==> src/rtl/mano_io_port.sv <==
// mano_io_port: device-side I/O port of the basic computer.
//   Holds INPR/FGI (terminal -> CPU) and OUTR/FGO (CPU -> terminal), executes the
//   CPU I/O strobes INP, OUT, SKI, SKO, ION, IOF and raises the interrupt request R.
//   Optional feature macro: MANO_IO_INTR_EN (IEN register and registered R).
//   Without it, ION/IOF/INTACK are ignored and R is tied low (polled I/O only).
// Ports:
//   CLK, RST_N                 clock, async active-low reset
//   AC_LO[DW]                  AC low bits, loaded into OUTR on OUT
//   INP, OUT, SKI, SKO         CPU I/O strobes
//   ION, IOF, INTACK           interrupt enable / disable / interrupt cycle entered
//   INPR[DW], FGI, FGO         input register and flags
//   SKIP                       combinational skip condition
//   R                          interrupt request (registered)
//   DEV_IN_DATA/VALID/READY    terminal -> computer link (READY = ~FGI)
//   DEV_OUT_DATA/VALID/READY   computer -> terminal link (DATA = OUTR, VALID = ~FGO)
//
// state        | meaning
// IN_EMPTY     | FGI=0, INPR free, next offered character is accepted
// IN_FULL      | FGI=1, INPR holds a character until the CPU executes INP
// OUT_IDLE     | FGO=1, OUTR delivered, CPU may issue OUT
// OUT_PENDING  | FGO=0, OUTR offered to the terminal
module mano_io_port #(
  parameter int DW = 8
) (
  input  logic          CLK,
  input  logic          RST_N,
  input  logic [DW-1:0] AC_LO,
  input  logic          INP,
  input  logic          OUT,
  input  logic          SKI,
  input  logic          SKO,
  input  logic          ION,
  input  logic          IOF,
  input  logic          INTACK,
  output logic [DW-1:0] INPR,
  output logic          FGI,
  output logic          FGO,
  output logic          SKIP,
  output logic          R,
  input  logic [DW-1:0] DEV_IN_DATA,
  input  logic          DEV_IN_VALID,
  output logic          DEV_IN_READY,
  output logic [DW-1:0] DEV_OUT_DATA,
  output logic          DEV_OUT_VALID,
  input  logic          DEV_OUT_READY
);

  typedef enum logic {IN_EMPTY = 1'b0, IN_FULL = 1'b1} in_state_t;
  typedef enum logic {OUT_PENDING = 1'b0, OUT_IDLE = 1'b1} out_state_t;

  in_state_t     in_state, in_next;
  out_state_t    out_state, out_next;
  logic [DW-1:0] inpr_q, inpr_next;
  logic [DW-1:0] outr_q, outr_next;

  always_ff @(posedge CLK or negedge RST_N) begin
    if (!RST_N) begin
      in_state  <= IN_EMPTY;
      out_state <= OUT_IDLE;
      inpr_q    <= '0;
      outr_q    <= '0;
    end else begin
      in_state  <= in_next;
      out_state <= out_next;
      inpr_q    <= inpr_next;
      outr_q    <= outr_next;
    end
  end

  // Input path: INP while empty is harmless; an accept on that edge still sets FGI.
  always_comb begin
    in_next   = in_state;
    inpr_next = inpr_q;
    case (in_state)
      IN_EMPTY: begin
        if (DEV_IN_VALID) begin
          inpr_next = DEV_IN_DATA;
          in_next   = IN_FULL;
        end
      end
      IN_FULL: begin
        if (INP) in_next = IN_EMPTY;
      end
      default: in_next = IN_EMPTY;
    endcase
  end

  // Output path: OUT always wins, so a coincident READY delivers the old character
  // while the new one is latched and stays pending.
  always_comb begin
    out_next  = out_state;
    outr_next = outr_q;
    if (OUT) begin
      outr_next = AC_LO;
      out_next  = OUT_PENDING;
    end else if ((out_state == OUT_PENDING) && DEV_OUT_READY) begin
      out_next = OUT_IDLE;
    end
  end

  assign FGI           = (in_state == IN_FULL);
  assign FGO           = (out_state == OUT_IDLE);
  assign INPR          = inpr_q;
  assign SKIP          = (SKI & FGI) | (SKO & FGO);
  assign DEV_IN_READY  = ~FGI;
  assign DEV_OUT_DATA  = outr_q;
  assign DEV_OUT_VALID = ~FGO;

`ifdef MANO_IO_INTR_EN
  logic ien_q;
  logic r_q;

  // Clears act on the same edge for both IEN and R, so R drops one edge after
  // INTACK/IOF rather than lingering a cycle on the stale IEN.
  always_ff @(posedge CLK or negedge RST_N) begin
    if (!RST_N) begin
      ien_q <= 1'b0;
      r_q   <= 1'b0;
    end else begin
      if (INTACK || IOF) ien_q <= 1'b0;
      else if (ION)      ien_q <= 1'b1;
      r_q <= ien_q & (FGI | FGO) & ~INTACK & ~IOF;
    end
  end

  assign R = r_q;
`else
  logic unused_intr;
  assign unused_intr = ION ^ IOF ^ INTACK;
  assign R = 1'b0;
`endif

endmodule

==> config.mk <==
export PLATFORM = sky130hd
export DESIGN_NAME = mano_io_port
export DESIGN_NICKNAME = d
export VERILOG_FILES = /design/src/rtl/mano_io_port.sv
export SDC_FILE = /design/constraint.sdc
export NUM_CORES = 1
export LEC_CHECK = 0
export ABC_AREA = 1
export CORE_AREA = 8 8 51 53
export CTS_CLUSTER_DIAMETER = 30
export DETAILED_ROUTE_END_ITERATION = 6
export DIE_AREA = 0 0 59 61
export DONT_BUFFER_PORTS = 1
export SETUP_SLACK_MARGIN = 0.2
export SKIP_LAST_GASP = 1
export SYNTH_ARGS = -nofsm -noshare
export SYNTH_HDL_FRONTEND = slang
export SYNTH_SLANG_ARGS = --single-unit
==> constraint.sdc <==
create_clock -name CLK -period 2.2 [get_ports CLK]
set_clock_uncertainty 0.05 [all_clocks]
set_input_delay 0.33 -clock CLK [delete_from_list [all_inputs] [get_ports CLK]]
set_output_delay 0.33 -clock CLK [all_outputs]
set_load 0.1 [all_outputs]
* After elaboration in Yosys (flattened, before gate mapping) *
Index checks and enable logic that the tools add are counted.
Widths: inputs -> output; s select.

word-level totals
  flip-flop bits (word level) = 18
  latch bits = 0
  bits in writable memories = 0
  bits in read-only memories = 0
  bits of input ports = 27
  output and inout port bits = 22
  logic and storage cells = 17
  memories kept = 0

operators by class
  add/subtract/negate cells = 0
  $mul = 0
  divide/modulo/power cells = 0
  magnitude comparators = 0
  equal/unequal tests = 0
  shifts and indexed selects = 0
  muxes and demuxes = 5
  bitwise logic cells = 5
  reductions and logical operators = 3

operators with widths
  operator           count
  $mux 1             4
  $and 1x1->1        2
  $not 1->1          2
  $pmux 1 s2         1
  $reduce_and 2->1   1
  $reduce_bool 2->1  1
  $logic_and 1x1->1  1
  $or 1x1->1         1

* Logic depth before layout (Yosys ltp) *
  depth in word-level cells = 4
  gate-level depth with buffers = 4
  mapped depth without buffers = 4

* Worst setup path before layout *
No wires, ideal clock.

  path kind = register -> output
  start point = register in_state, in the netlist FGI
  end point = output port SKIP
  data arrival time = 1.705 ns
  required time = 1.820 ns
  path slack = 0.115 ns
  stages on the path, launching flop included = 3
  path buffers = 0
  cells stage by stage = dfrtp_1 > nand2_1 > nand2_1

on the way
  longest elaborated chain between the ends = 2

RTL lines
  what                    RTL line  RTL
  start, declared         51        in_state_t in_state, in_next;
  start signal, assigned  63        in_state <= in_next;
  $and 1x1->1             104       assign SKIP = (SKI & FGI) | (SKO & FGO);
  $or 1x1->1              104
  end, declared           38        output logic SKIP,

No other way between the ends.

* Worst setup path after layout *
Ends and elaborated chain as after synthesis.

==> flow_summary.rst <==
.. list-table::
   :header-rows: 1

   * - Metric
     - Value
   * - Result of the run
     - finished, final reports clean
   * - HPWL after detailed placement
     - 1354 µm
   * - Highest routing layer actually used
     - met4
   * - Number of vias after detailed routing
     - 572
   * - Largest net degree at the start of global routing
     - 19
   * - Floorplan die height
     - 61 µm
   * - Mapped Area
     - 726.9 µm²
   * - Post-synthesis instance total
     - 80
   * - Global route overflow
     - 0
   * - Antenna violations before repair
     - 0
   * - Number of nets in the final layout
     - 130
   * - Port Buffer Count
     - 0
   * - TritonCTS clock tree
     - yes
   * - Final clock period utilization by the worst path
     - 76.73%
   * - Comb power frac
     - 51.3%
   * - Wire length of the first global-routing pass
     - 2580 µm
   * - Final Instance Count excl. Fillers
     - 129
   * - Family of cells with the greatest summed delay on the critical path
     - buffers and inverters
   * - Pins Over Slew Limit
     - 0
   * - Sequential share of the synthesized area
     - 62.13%
   * - Most instantiated cells after synthesis
     - 27 x nand2_1, 17 x dfrtp_1, 10 x inv_1, 8 x nand3_1, 8 x o21ai_0
   * - Most used flip-flop cell after synthesis
     - dfrtp_1
   * - Floorplan die area
     - 0.003599 mm²
   * - Met2 routed WL
     - 741 µm
   * - Yosys top cell area share
     - 58.52%
   * - Std-Cell Core Area
     - 0.001842 mm²
   * - Later-pin clock latency in the skew report
     - 270 ps
   * - Remaining max-slew budget at the tightest pin
     - 48.00%
   * - Fraction of power consumed by sequential logic
     - 34.7%
   * - Number of clock sinks
     - 18
   * - Mean routed wirelength per cell
     - 12.60 µm
   * - Post-route DRC
     - 0
   * - Combined buffer and inverter count along the critical path
     - 2
   * - Highest fanout seen on the critical path
     - 2
   * - Warnings from Yosys
     - 0
   * - Switching power
     - 0.0005934 W
   * - Power Density
     - 1218 mW/mm²
   * - Worst path cell trace
     - buf_4 > nand2_1 > nand2_2 > buf_12
   * - Gates resized, CTS repair
     - 0
   * - Flops & latches, synth
     - 18
   * - Internal power
     - 0.0005463 W
   * - Top achievable clock speed
     - 592.4 MHz
   * - First-pass iteration count of the detailed router
     - 4
   * - Vias in the first global route
     - 588
   * - Hold Vio Cnt, Final
     - 0
   * - Weighted congestion reported at the end of routability-driven placement
     - 0.6507
   * - Tightest Hold Check Type
     - in2reg
   * - First DRT Iteration DRCs
     - 20
   * - Die X-Extent
     - 59 µm
   * - Element type at the critical path end
     - primary output
   * - I/O pins
     - 49
   * - Floorplan row count
     - 16
   * - Number of enable-type register cells in the synthesized netlist
     - 0
   * - Slowest Stage Delay on Critical Path
     - 360 ps
   * - Worst Max-Slew Pin Slew
     - 777.4 ps
   * - Sw Ratio
     - 52.07%
   * - Kind of launch point of the worst setup path
     - flip-flop
   * - Fin crit period
     - 1688 ps
   * - Yosys cell types
     - 12
   * - CTS root buffer
     - clkbuf_4
   * - Proportion of layout cells with a drive suffix above 1
     - 26.47%
   * - Worst ir drop on vdd
     - 590.7 µV
   * - Cell types with the largest area share after synthesis
     - dfrtp_1 59%, nand2_1 14%, nand3_1 5.5%
   * - Ys async rst share
     - 100.0%
   * - Total routed wire length on the met1 layer
     - 632 µm
   * - Reg clk slew, reported paths
     - 90 ps
   * - Layout overhead on the synthesized area
     - 28.74%
   * - Worst Path Required
     - 1820 ps
   * - Starting Density
     - 39.47%
   * - Amount of wire on met3 after detailed routing
     - 241 µm
   * - Largest area contributor in the synthesized netlist
     - dfrtp_1
   * - CTS HTree Levels
     - 1
   * - Aggregate negative setup slack
     - 0 ps
   * - Number of violations of the max-capacitance limit
     - 0
   * - Placed insts
     - 124
   * - Detailed-route wire length
     - 1625 µm
   * - Total leakage power
     - 0.5041 nW
   * - Clock buffer depth
     - 2
   * - Max stage delay cell, worst path
     - dfrtp_1
   * - Critical path arrival
     - 1310 ps
   * - Drt via density
     - 4.434
   * - Quantity of hold-fixing buffers added after cts
     - 1
   * - Setup-violating endpoint count in the final report
     - 0
   * - Final ANT Viol Nets
     - 0
   * - Total global-route track usage
     - 9.119%
   * - Post-CTS setup-driven buffer insertion count
     - 0
   * - Most frequently used cell type in the post-synthesis netlist
     - nand2_1
   * - Clock network power share
     - 14.0%
   * - Crit Path Category
     - reg2out
   * - Mean post-synth cell area
     - 9.087 µm²
   * - Net count of the mapped netlist
     - 107
   * - TritonCTS Buffers
     - 3
   * - Setup repair after global routing missed its margin
     - false
   * - Antenna diode count
     - 0
cells in the final DEF (no fill, tap or decap), drive strengths merged:
cell type    count
nand3            8
dfrtp           17
inv             10
buf             21
o21ai            9
dfstp            1
dlygate4sd3      1
nor2             2
nand2           28
conb             1
clkbuf           4
layout make-up:
cell class / count / area (µm²)
inverter: 10 / 37.54
clock buffer: 4 / 26.28
sequential: 18 / 451.7
multi-input combinational: 48 / 206.4
tap: 27 / 33.78
timing repair buffer: 22 / 180.2
fill: 177 / 905.9
power groups by stage:
| stage | combinational (W) | sequential [W] | clock, W |
|---|---|---|---|
| after CTS | 0.000589 | 0.000396 | 0.000173 |
| final | 0.000585 | 0.000395 | 0.000160 |
| after floorplan | 0.000119 | 0.000758 | 0 |
| after global routing | 0.000608 | 0.000400 | 0.000185 |
| after detailed placement | 0.000581 | 0.000403 | 0 |
| after global placement | 0.000577 | 0.000399 | 0 |
worst reg2reg max path: cells and delay by family, from the launching register on:
kind / cells / cell delay [ps]
flip-flops: 1 / 550
buffers and inverters: 1 / 290
AND/OR/NAND/NOR: 2 / 190
state kept, by name, indices dropped and copies added (netlist names):
register,cells
INPR,8
FGI,1
FGO,1
DEV_OUT_DATA,8
per-layer routing:
layer / up-vias / track usage, %
met5: - / 0
met4: 0 / 3.072
met3: 2 / 5.085
met2: 36 / 15.42
met1: 250 / 9.383
li1: 284 / -
path summary, 6_finish.rpt:
| check | startpoint | endpoint | slack (ps) | cells past startpoint |
|---|---|---|---|---|
| worst max-delay path | FGI$_DFF_PN0_ | SKIP | 510 | 4 |
| worst min-delay path | OUT | FGO$_DFFE_PN1P_ | 30 | 1 |
| worst max register to register | FGO$_DFFE_PN1P_ | FGO$_DFFE_PN1P_ | 1070 | 3 |
| worst min register to register | INPR[6]$_DFFE_PN0P_ | INPR[6]$_DFFE_PN0P_ | 440 | 2 |
| max in group asynchronous | RST_N | DEV_OUT_DATA[0]$_DFFE_PN0P_ | 1100 | 1 |
| min in group asynchronous | RST_N | DEV_OUT_DATA[7]$_DFFE_PN0P_ | 520 | 1 |
through the flow:
stage / total power, W / utilization, % / hold WS, ps / instance area (µm²) / worst slack (ps)
after floorplan: 0.0008771 / - / -15.59 / 729.5 / 334.6
after global placement: 0.0009767 / 48.85 / -15.00 / 899.6 / 828.8
after detailed placement: 0.0009840 / 48.85 / -15.00 / 899.6 / 812.4
after CTS: 0.001159 / 50.82 / 13.84 / 935.9 / 490.9
after global routing: 0.001192 / 50.82 / 7.459 / 935.9 / 451.8
final: 0.001140 / 50.82 / 25.11 / 935.9 / 511.9
cell families after synthesis:
| kind of cell | Yosys count | share of synthesized area [%] |
|---|---|---|
| buffers and inverters | 14 | 9.811 |
| flip-flops | 18 | 62.14 |
| AND/OR/NAND/NOR | 38 | 21.34 |
| AO/OA/AOI/OAI | 9 | 6.196 |
| other | 1 | 0.5159 |
Note: power is estimated with default switching activity, not from simulation.
